## config.mk

```make
export PLATFORM = sky130hd
export DESIGN_NAME = fwd_hazard_ctrl
export DESIGN_NICKNAME = d
export VERILOG_FILES = /design/src/rtl/fwd_hazard_ctrl.sv
export SDC_FILE = /design/constraint.sdc
export NUM_CORES = 1
export LEC_CHECK = 0
export ABC_CLOCK_PERIOD_IN_PS = 2200
export CELL_PAD_IN_SITES_DETAIL_PLACEMENT = 0
export CELL_PAD_IN_SITES_GLOBAL_PLACEMENT = 2
export CORE_AREA = 2 2 57 112
export CTS_BUF_LIST = sky130_fd_sc_hd__clkbuf_8
export CTS_CLUSTER_DIAMETER = 30
export CTS_CLUSTER_SIZE = 12
export DETAILED_ROUTE_END_ITERATION = 7
export DIE_AREA = 0 0 59 114
export PLACE_DENSITY_LB_ADDON = 0.15
export SKIP_LAST_GASP = 1
export SLEW_MARGIN = 20
export SYNTH_ARGS = -nofsm -noshare
export SYNTH_HDL_FRONTEND = slang
export SYNTH_SLANG_ARGS = --single-unit
export TNS_END_PERCENT = 30
```

## constraint.sdc

```tcl
create_clock -name clk -period 2.2 [get_ports clk]
set_clock_uncertainty 0.05 [all_clocks]
set_input_delay 0.33 -clock clk [delete_from_list [all_inputs] [get_ports clk]]
set_output_delay 0.33 -clock clk [all_outputs]
set_load 0.05 [all_outputs]
```

## src/rtl/fwd_hazard_ctrl.sv

```systemverilog
// Forwarding/hazard controller: tracks in-flight destination tags from EX to WB, registers EX forward selects,
// raises load-use stalls, a load->store data bypass and a memory-wait freeze. Macro FWD_HAZARD_PERF_EN adds perf counters.
module fwd_hazard_ctrl #(
  parameter int NUM_SRC   = 2,
  parameter int FWD_DEPTH = 2,
  parameter int REG_AW    = 5,
  parameter int CNT_W     = 16,
  localparam int SEL_W    = $clog2(FWD_DEPTH + 1)
) (
  input  logic                       clk,
  input  logic                       rst_n,
  input  logic                       id_valid,
  input  logic [NUM_SRC*REG_AW-1:0]  id_rs,
  input  logic [NUM_SRC-1:0]         id_rs_used,
  input  logic [REG_AW-1:0]          id_rd,
  input  logic                       id_reg_write,
  input  logic                       id_mem_read,
  input  logic                       id_mem_write,
  input  logic                       ex_flush,
  input  logic                       mem_ready,
  output logic                       stall_id,
  output logic                       freeze,
  output logic [NUM_SRC*SEL_W-1:0]   ex_fwd_sel,
  output logic                       mem_store_fwd,
  output logic [CNT_W-1:0]           perf_stall_cnt,
  output logic [CNT_W-1:0]           perf_freeze_cnt
);

  localparam logic [NUM_SRC-1:0] SRC1_ONLY = NUM_SRC'(2);
  localparam logic               BYPASS_OK = (FWD_DEPTH >= 2);

  logic [FWD_DEPTH:0]        r_valid;
  logic [FWD_DEPTH:0]        r_rw;
  logic [FWD_DEPTH:0]        r_mr;
  logic [FWD_DEPTH:0]        r_stfwd;
  logic [REG_AW-1:0]         r_rd [FWD_DEPTH+1];
  logic [NUM_SRC*SEL_W-1:0]  r_sel;

  logic [FWD_DEPTH-1:0]      w_match [NUM_SRC];
  logic [NUM_SRC-1:0]        w_hit_ex;
  logic                      w_ld_hit;
  logic                      w_bypass;
  logic                      w_freeze;
  logic                      w_stall;
  logic                      w_enter;
  logic [NUM_SRC*SEL_W-1:0]  w_sel_nxt;
  logic                      w_unused_tail;

  always_comb begin
    w_match  = '{default: '0};
    w_hit_ex = '0;
    for (int i = 0; i < NUM_SRC; i++) begin
      for (int k = 0; k < FWD_DEPTH; k++) begin
        w_match[i][k] = id_rs_used[i] && r_valid[k] && r_rw[k] && (r_rd[k] != '0) &&
                        (r_rd[k] == id_rs[i*REG_AW +: REG_AW]);
      end
      w_hit_ex[i] = w_match[i][0];
    end
  end

  // A store whose only dependency on the EX load is its data operand takes the load result later instead of stalling.
  assign w_ld_hit = r_valid[0] && r_mr[0] && (|w_hit_ex);
  assign w_bypass = BYPASS_OK && w_ld_hit && id_mem_write && (w_hit_ex == SRC1_ONLY);
  assign w_freeze = r_valid[1] && r_mr[1] && !mem_ready;
  assign w_stall  = id_valid && w_ld_hit && !w_bypass && !w_freeze;
  assign w_enter  = id_valid && !w_stall && !ex_flush;

  // Scan oldest to youngest so the nearest producer's distance is the one that survives.
  always_comb begin
    w_sel_nxt = '0;
    for (int i = 0; i < NUM_SRC; i++) begin
      for (int k = FWD_DEPTH; k >= 1; k--) begin
        w_sel_nxt[i*SEL_W +: SEL_W] = w_match[i][k-1] ? SEL_W'(k) : w_sel_nxt[i*SEL_W +: SEL_W];
      end
      w_sel_nxt[i*SEL_W +: SEL_W] = ((i == 1) && w_bypass) ? '0 : w_sel_nxt[i*SEL_W +: SEL_W];
    end
    w_sel_nxt = w_enter ? w_sel_nxt : '0;
  end

  always_ff @(posedge clk) begin
    if (!rst_n) begin
      r_valid <= '0;
      r_rw    <= '0;
      r_mr    <= '0;
      r_stfwd <= '0;
      r_sel   <= '0;
      for (int k = 0; k <= FWD_DEPTH; k++) r_rd[k] <= '0;
    end else if (!w_freeze) begin
      for (int k = 1; k <= FWD_DEPTH; k++) begin
        r_valid[k] <= r_valid[k-1];
        r_rw[k]    <= r_rw[k-1];
        r_mr[k]    <= r_mr[k-1];
        r_stfwd[k] <= r_stfwd[k-1];
        r_rd[k]    <= r_rd[k-1];
      end
      r_valid[0] <= w_enter;
      r_rw[0]    <= w_enter && id_reg_write;
      r_mr[0]    <= w_enter && id_mem_read;
      r_stfwd[0] <= w_enter && w_bypass;
      r_rd[0]    <= w_enter ? id_rd : '0;
      r_sel      <= w_sel_nxt;
    end
  end

  assign stall_id      = w_stall;
  assign freeze        = w_freeze;
  assign ex_fwd_sel    = r_sel;
  assign mem_store_fwd = r_valid[1] && r_stfwd[1];
  // The WB entry is tracked for completeness; nothing reads its tag.
  assign w_unused_tail = ^{r_valid[FWD_DEPTH], r_rw[FWD_DEPTH], r_mr[FWD_DEPTH], r_stfwd[FWD_DEPTH], r_rd[FWD_DEPTH]};

`ifdef FWD_HAZARD_PERF_EN
  logic [CNT_W-1:0] r_stall_cnt;
  logic [CNT_W-1:0] r_freeze_cnt;

  always_ff @(posedge clk) begin
    if (!rst_n) begin
      r_stall_cnt  <= '0;
      r_freeze_cnt <= '0;
    end else begin
      if (w_stall && (r_stall_cnt != '1)) r_stall_cnt <= r_stall_cnt + CNT_W'(1);
      if (w_freeze && (r_freeze_cnt != '1)) r_freeze_cnt <= r_freeze_cnt + CNT_W'(1);
    end
  end

  assign perf_stall_cnt  = r_stall_cnt;
  assign perf_freeze_cnt = r_freeze_cnt;
`else
  assign perf_stall_cnt  = '0;
  assign perf_freeze_cnt = '0;
`endif

endmodule

```

### Word-level counts from Yosys, hierarchy flattened

Memory sizes are Yosys's and may differ from the RTL's.
Index checks and enable logic that the tools add are counted.

* equal/unequal tests: 5
* muxes and demuxes: 14
* bitwise gates (word level): 3
* reductions and logical operators: 39

Operators by type and width (count)
* $logic_and 1x1->1: 31
* $eq 5x5->1: 4
* $mux 5: 4
* $mux 2: 5
* $reduce_bool 5->1: 2
* $logic_not 1->1: 5
* $mux 1: 4
* $mux 4: 1
* $or 1x1->1: 3
* $eq 2x2->1 const B: 1
* $reduce_or 2->1: 1

* register bits: 12
* bits in writable memories: 15
* input bits: 25
* output and inout port bits: 39
* word-level logic and storage cells: 67
* memories kept: 1

Memories
* r_rd: depth 3, width 5, read ports 2, clocked after memory_dff 0, wr ports 3, RTL line 36 `logic [REG_AW-1:0] r_rd [FWD_DEPTH+1];`

### Longest topological paths before layout

* word-level depth: 16
* mapped depth: 6
* gate-level depth less buffers: 6

### Worst setup path before layout

OpenSTA, ideal clock, no wires.

* path type: input-to-output
* from: input mem_ready
* to: output stall_id
* arrival time: 2.297 ns
* required time: 1.820 ns
* setup slack: -0.477 ns
* stages on the path: 4
* path buffers: 0
* path through: nand3b_2 > nand4_1 > or3_1 > o31ai_1

* cells in the longest elaborated chain, start to end: 4

RTL lines
* from (decl): RTL line 20 `input logic mem_ready,`
* $logic_not 1->1: RTL line 64 `assign w_freeze = r_valid[1] && r_mr[1] && !mem_ready;`
* $logic_and 1x1->1: RTL line 64
* $logic_not 1->1
* $logic_and 1x1->1: RTL line 65 `assign w_stall = id_valid && w_ld_hit && !w_bypass && !w_freeze;`
* to (decl): RTL line 21 `output logic stall_id,`

No other way between the ends.

==> impl_metrics.csv <==
group,metric,value,unit
power_and_ir_drop,peakVddDrop,0.000254,V
worst_setup_path,path_cells,"or4_4, o211ai_4, or4_4, o31ai_4, buf_12",
drt,drc_errors,0,
floorplan,core-area,5910,µm²
final_layout,final_common_cell,"conb_1",
timing,hold_viol,0,
worst_setup_path,cp_slowest_stage_delay,0.55,ns
global_routing,grt_overflow,0,
floorplan,io_pins,64,
clock_tree,htree_levels,1,
final_layout,area.sequential,541,µm²
status,status,"finished, violations left",
worst_setup_path,worst-path-buf-inv,1,
global_routing,antenna_found_initial,0,
global_routing,grtUsageTotal,0.101,
timing,rsz0062_at_grt,"yes",
placed_design,place_inst,258,
floorplan,fp.dieW,59,µm
synthesis,synth_edf_count,10,
worst_setup_path,cp_max_fo,4,
timing,slew_headroom,0.667,
synthesis,synth_flop_cell,"dfxtp_1",
clock_tree,clk_root_buffer_cell,"clkbuf_8",
drt,via_per_inst,4.12,
global_routing,grt_max_degree,13,
drt,wire_per_inst,12.2,µm
placed_design,dp_hpwl,2710,µm
synthesis,yosysUniqueCellTypes,40,
status,violations,"negative setup slack",
floorplan,die_area,6730,µm²
clock_tree,cts_tree,"built",
timing,finalCriticalPeriod,2.28,ns
worst_setup_path,cp-end-kind,"primary output",
power_and_ir_drop,leakagePower,0.000912,µW
worst_setup_path,worstPathRequired,1.82,ns
worst_setup_path,slowest_stage,"or4_4",
final_layout,num_antenna_cells,0,
timing,clock.fmax,0.438,GHz
final_layout,layout_common_cells,"32 x conb_1, 31 x buf_4, 25 x clkdlybuf4s50_1",
flow_run,drv_cap,0,
drt,drt_first_pass_iters,4,
final_layout,area_growth_syn_to_layout,43.6,%
clock_tree,cts_sinks,22,
final_layout,multi_input_area,769,µm²
final_layout,final_cells,267,
timing,worst_slew_pin_slew,0.498,ns
synthesis,synth_seq_cells,22,
final_layout,nets,230,
final_layout,fill_cells,621,
placed_design,gp_congestion,0.686,
worst_setup_path,crit_top_cell,"or4_4",
global_routing,grt_pass1_vias,1076,
clock_tree,clkTransAtPathRegs,0.08,ns
worst_setup_path,worst_setup_path_start_kind,"flop",
timing,tns,-0.0834,ns
floorplan,start_util,0.239,
worst_setup_path,cp_top_family,"simple AND/OR/NAND/NOR gates",
timing,fin_ws,-0.0834,ns
floorplan,die_h,114,µm
global_routing,grt_pass1_wl,5120,µm
synthesis,yosysSeqAreaShare,0.383,
timing,setup-violations-final,1,
timing,fin_crit_sh,1.04,
placed_design,numPortBuffers,31,
clock_tree,ctsLongestPathBuffers,2,
drt,drt_iter0_drc,9,
synthesis,syn_area,1410,µm²
drt,wl,3250,µm
clock_tree,worst_skew_pair.late_latency,0.26,ns
floorplan,num_rows,40,
worst_setup_path,path_class,"flop to primary output",
timing,maxSlewViolCount,0,
final_layout,drive_gt1_frac,0.250,
synthesis,synth_cells,141,
timing,fin_hold_ws,0.406,ns
synthesis,syn_area_per_cell,10.0,µm²
worst_hold_path,hp-class,"flop to flop",
synthesis,ys_warn_count,0,
worst_setup_path,crit_arrival,1.90,ns
drt,detailroute.via_count,1099,
clock_tree,cts_buffers,3,
synthesis,postSynth.asyncResetShare,0,
power_and_ir_drop,power-per-cell-area,483,nW/µm²
drt,drt.antenna.violating_nets,0,
## state kept, by name, indices dropped and copies added, names as in the netlist
name / cells
ex_fwd_sel: 4
r_mr: 2
r_rd: 10
r_rw: 2
r_stfwd: 2
r_valid: 2
## metrics by stage
step | power (µW) | setup slack (ns) | utilization | instance area [µm²]
final | 978 | -0.0834 | 0.343 | 2020
after global routing | 1020 | -0.149 | 0.343 | 2020
after CTS | 986 | -0.122 | 0.336 | 1990
after detailed placement | 689 | -0.171 | 0.319 | 1890
after global placement | 689 | -0.147 | 0.319 | 1890
after floorplan | 652 | 0.158 | - | 1540
## final timing paths
path                            startpoint                          to  slack, ns  cells past startpoint
hold / removal     r_stfwd[0]$_SDFFE_PN0N_     r_stfwd[0]$_SDFFE_PN0N_       0.41                      2
hold reg to reg    r_stfwd[0]$_SDFFE_PN0N_     r_stfwd[0]$_SDFFE_PN0N_       0.41                      2
setup reg to reg  r_rd[0][3]$_SDFFCE_PN0P_  ex_fwd_sel[1]$_SDFFE_PN0N_       0.02                      7
setup / recovery  r_rd[0][3]$_SDFFCE_PN0P_                    stall_id      -0.08                      5
## report_power, final
group	switching [µW]	internal [µW]
registers	8.60	431
clock network	131	159
logic	163	84.7
total	302	676
## routing by layer
| layer | GRT usage | wire length (µm) |
|---|---|---|
| met3 | 0.0227 | 180 |
| met4 | 0.0318 | 29 |
| met5 | 0 | 0 |
| met1 | 0.122 | 1280 |
| met2 | 0.172 | 1760 |
## timing repair
action                                  in CTS  in global routing
endpoints found under the setup margin       1                  9
resized for setup                            6                  4
hold buffers                                 0                  0
hold endpoints to repair                     0                  0
buffers inserted                             2                  3
pin swaps                                    4                  7
## area by class of cell
| type | instances | share of cell area |
|---|---|---|
| Multi-Input combinational cell | 113 | 0.380 |
| Timing Repair Buffer | 62 | 0.281 |
| Sequential cell | 22 | 0.267 |
| Tap cell | 63 | 0.0389 |
| Clock buffer | 4 | 0.0272 |
| Inverter | 3 | 0.00556 |
## cells in the mapped netlist, types with 3 or more instances
library cell / count / area [µm²]
and2_1: 6 / 37.5
a22o_1: 3 / 26.3
nor3_1: 3 / 15.0
buf_4: 32 / 240
and3_1: 5 / 31.3
dfxtp_1: 12 / 240
nand4_1: 4 / 25.0
nand2_1: 7 / 26.3
xnor2_1: 12 / 105
xor2_1: 8 / 70.1
nand3_1: 3 / 15.0
edfxtp_1: 10 / 300
## cells by family (layout without fill, tap and decap cells)
| family | count (synthesis) | in the layout | synth area share |
|---|---|---|---|
| flip-flops | 22 | 22 | 0.383 |
| AO/OA/AOI/OAI | 17 | 17 | 0.106 |
| other | 1 | 32 | 0.00266 |
| AND/OR/NAND/NOR | 44 | 44 | 0.193 |
| buffers and inverters | 37 | 69 | 0.191 |
| XOR/XNOR | 20 | 20 | 0.124 |
## worst reg2reg max path, cell delays in order (launching register included)
cell,delay (ns)
edfxtp_1,0.50
or4_4,0.55
buf_4,0.16
nor2_4,0.08
nor3_2,0.07
buf_4,0.15
a2111oi_0,0.45
a21o_1,0.12
(Power assumes the default switching activity.)
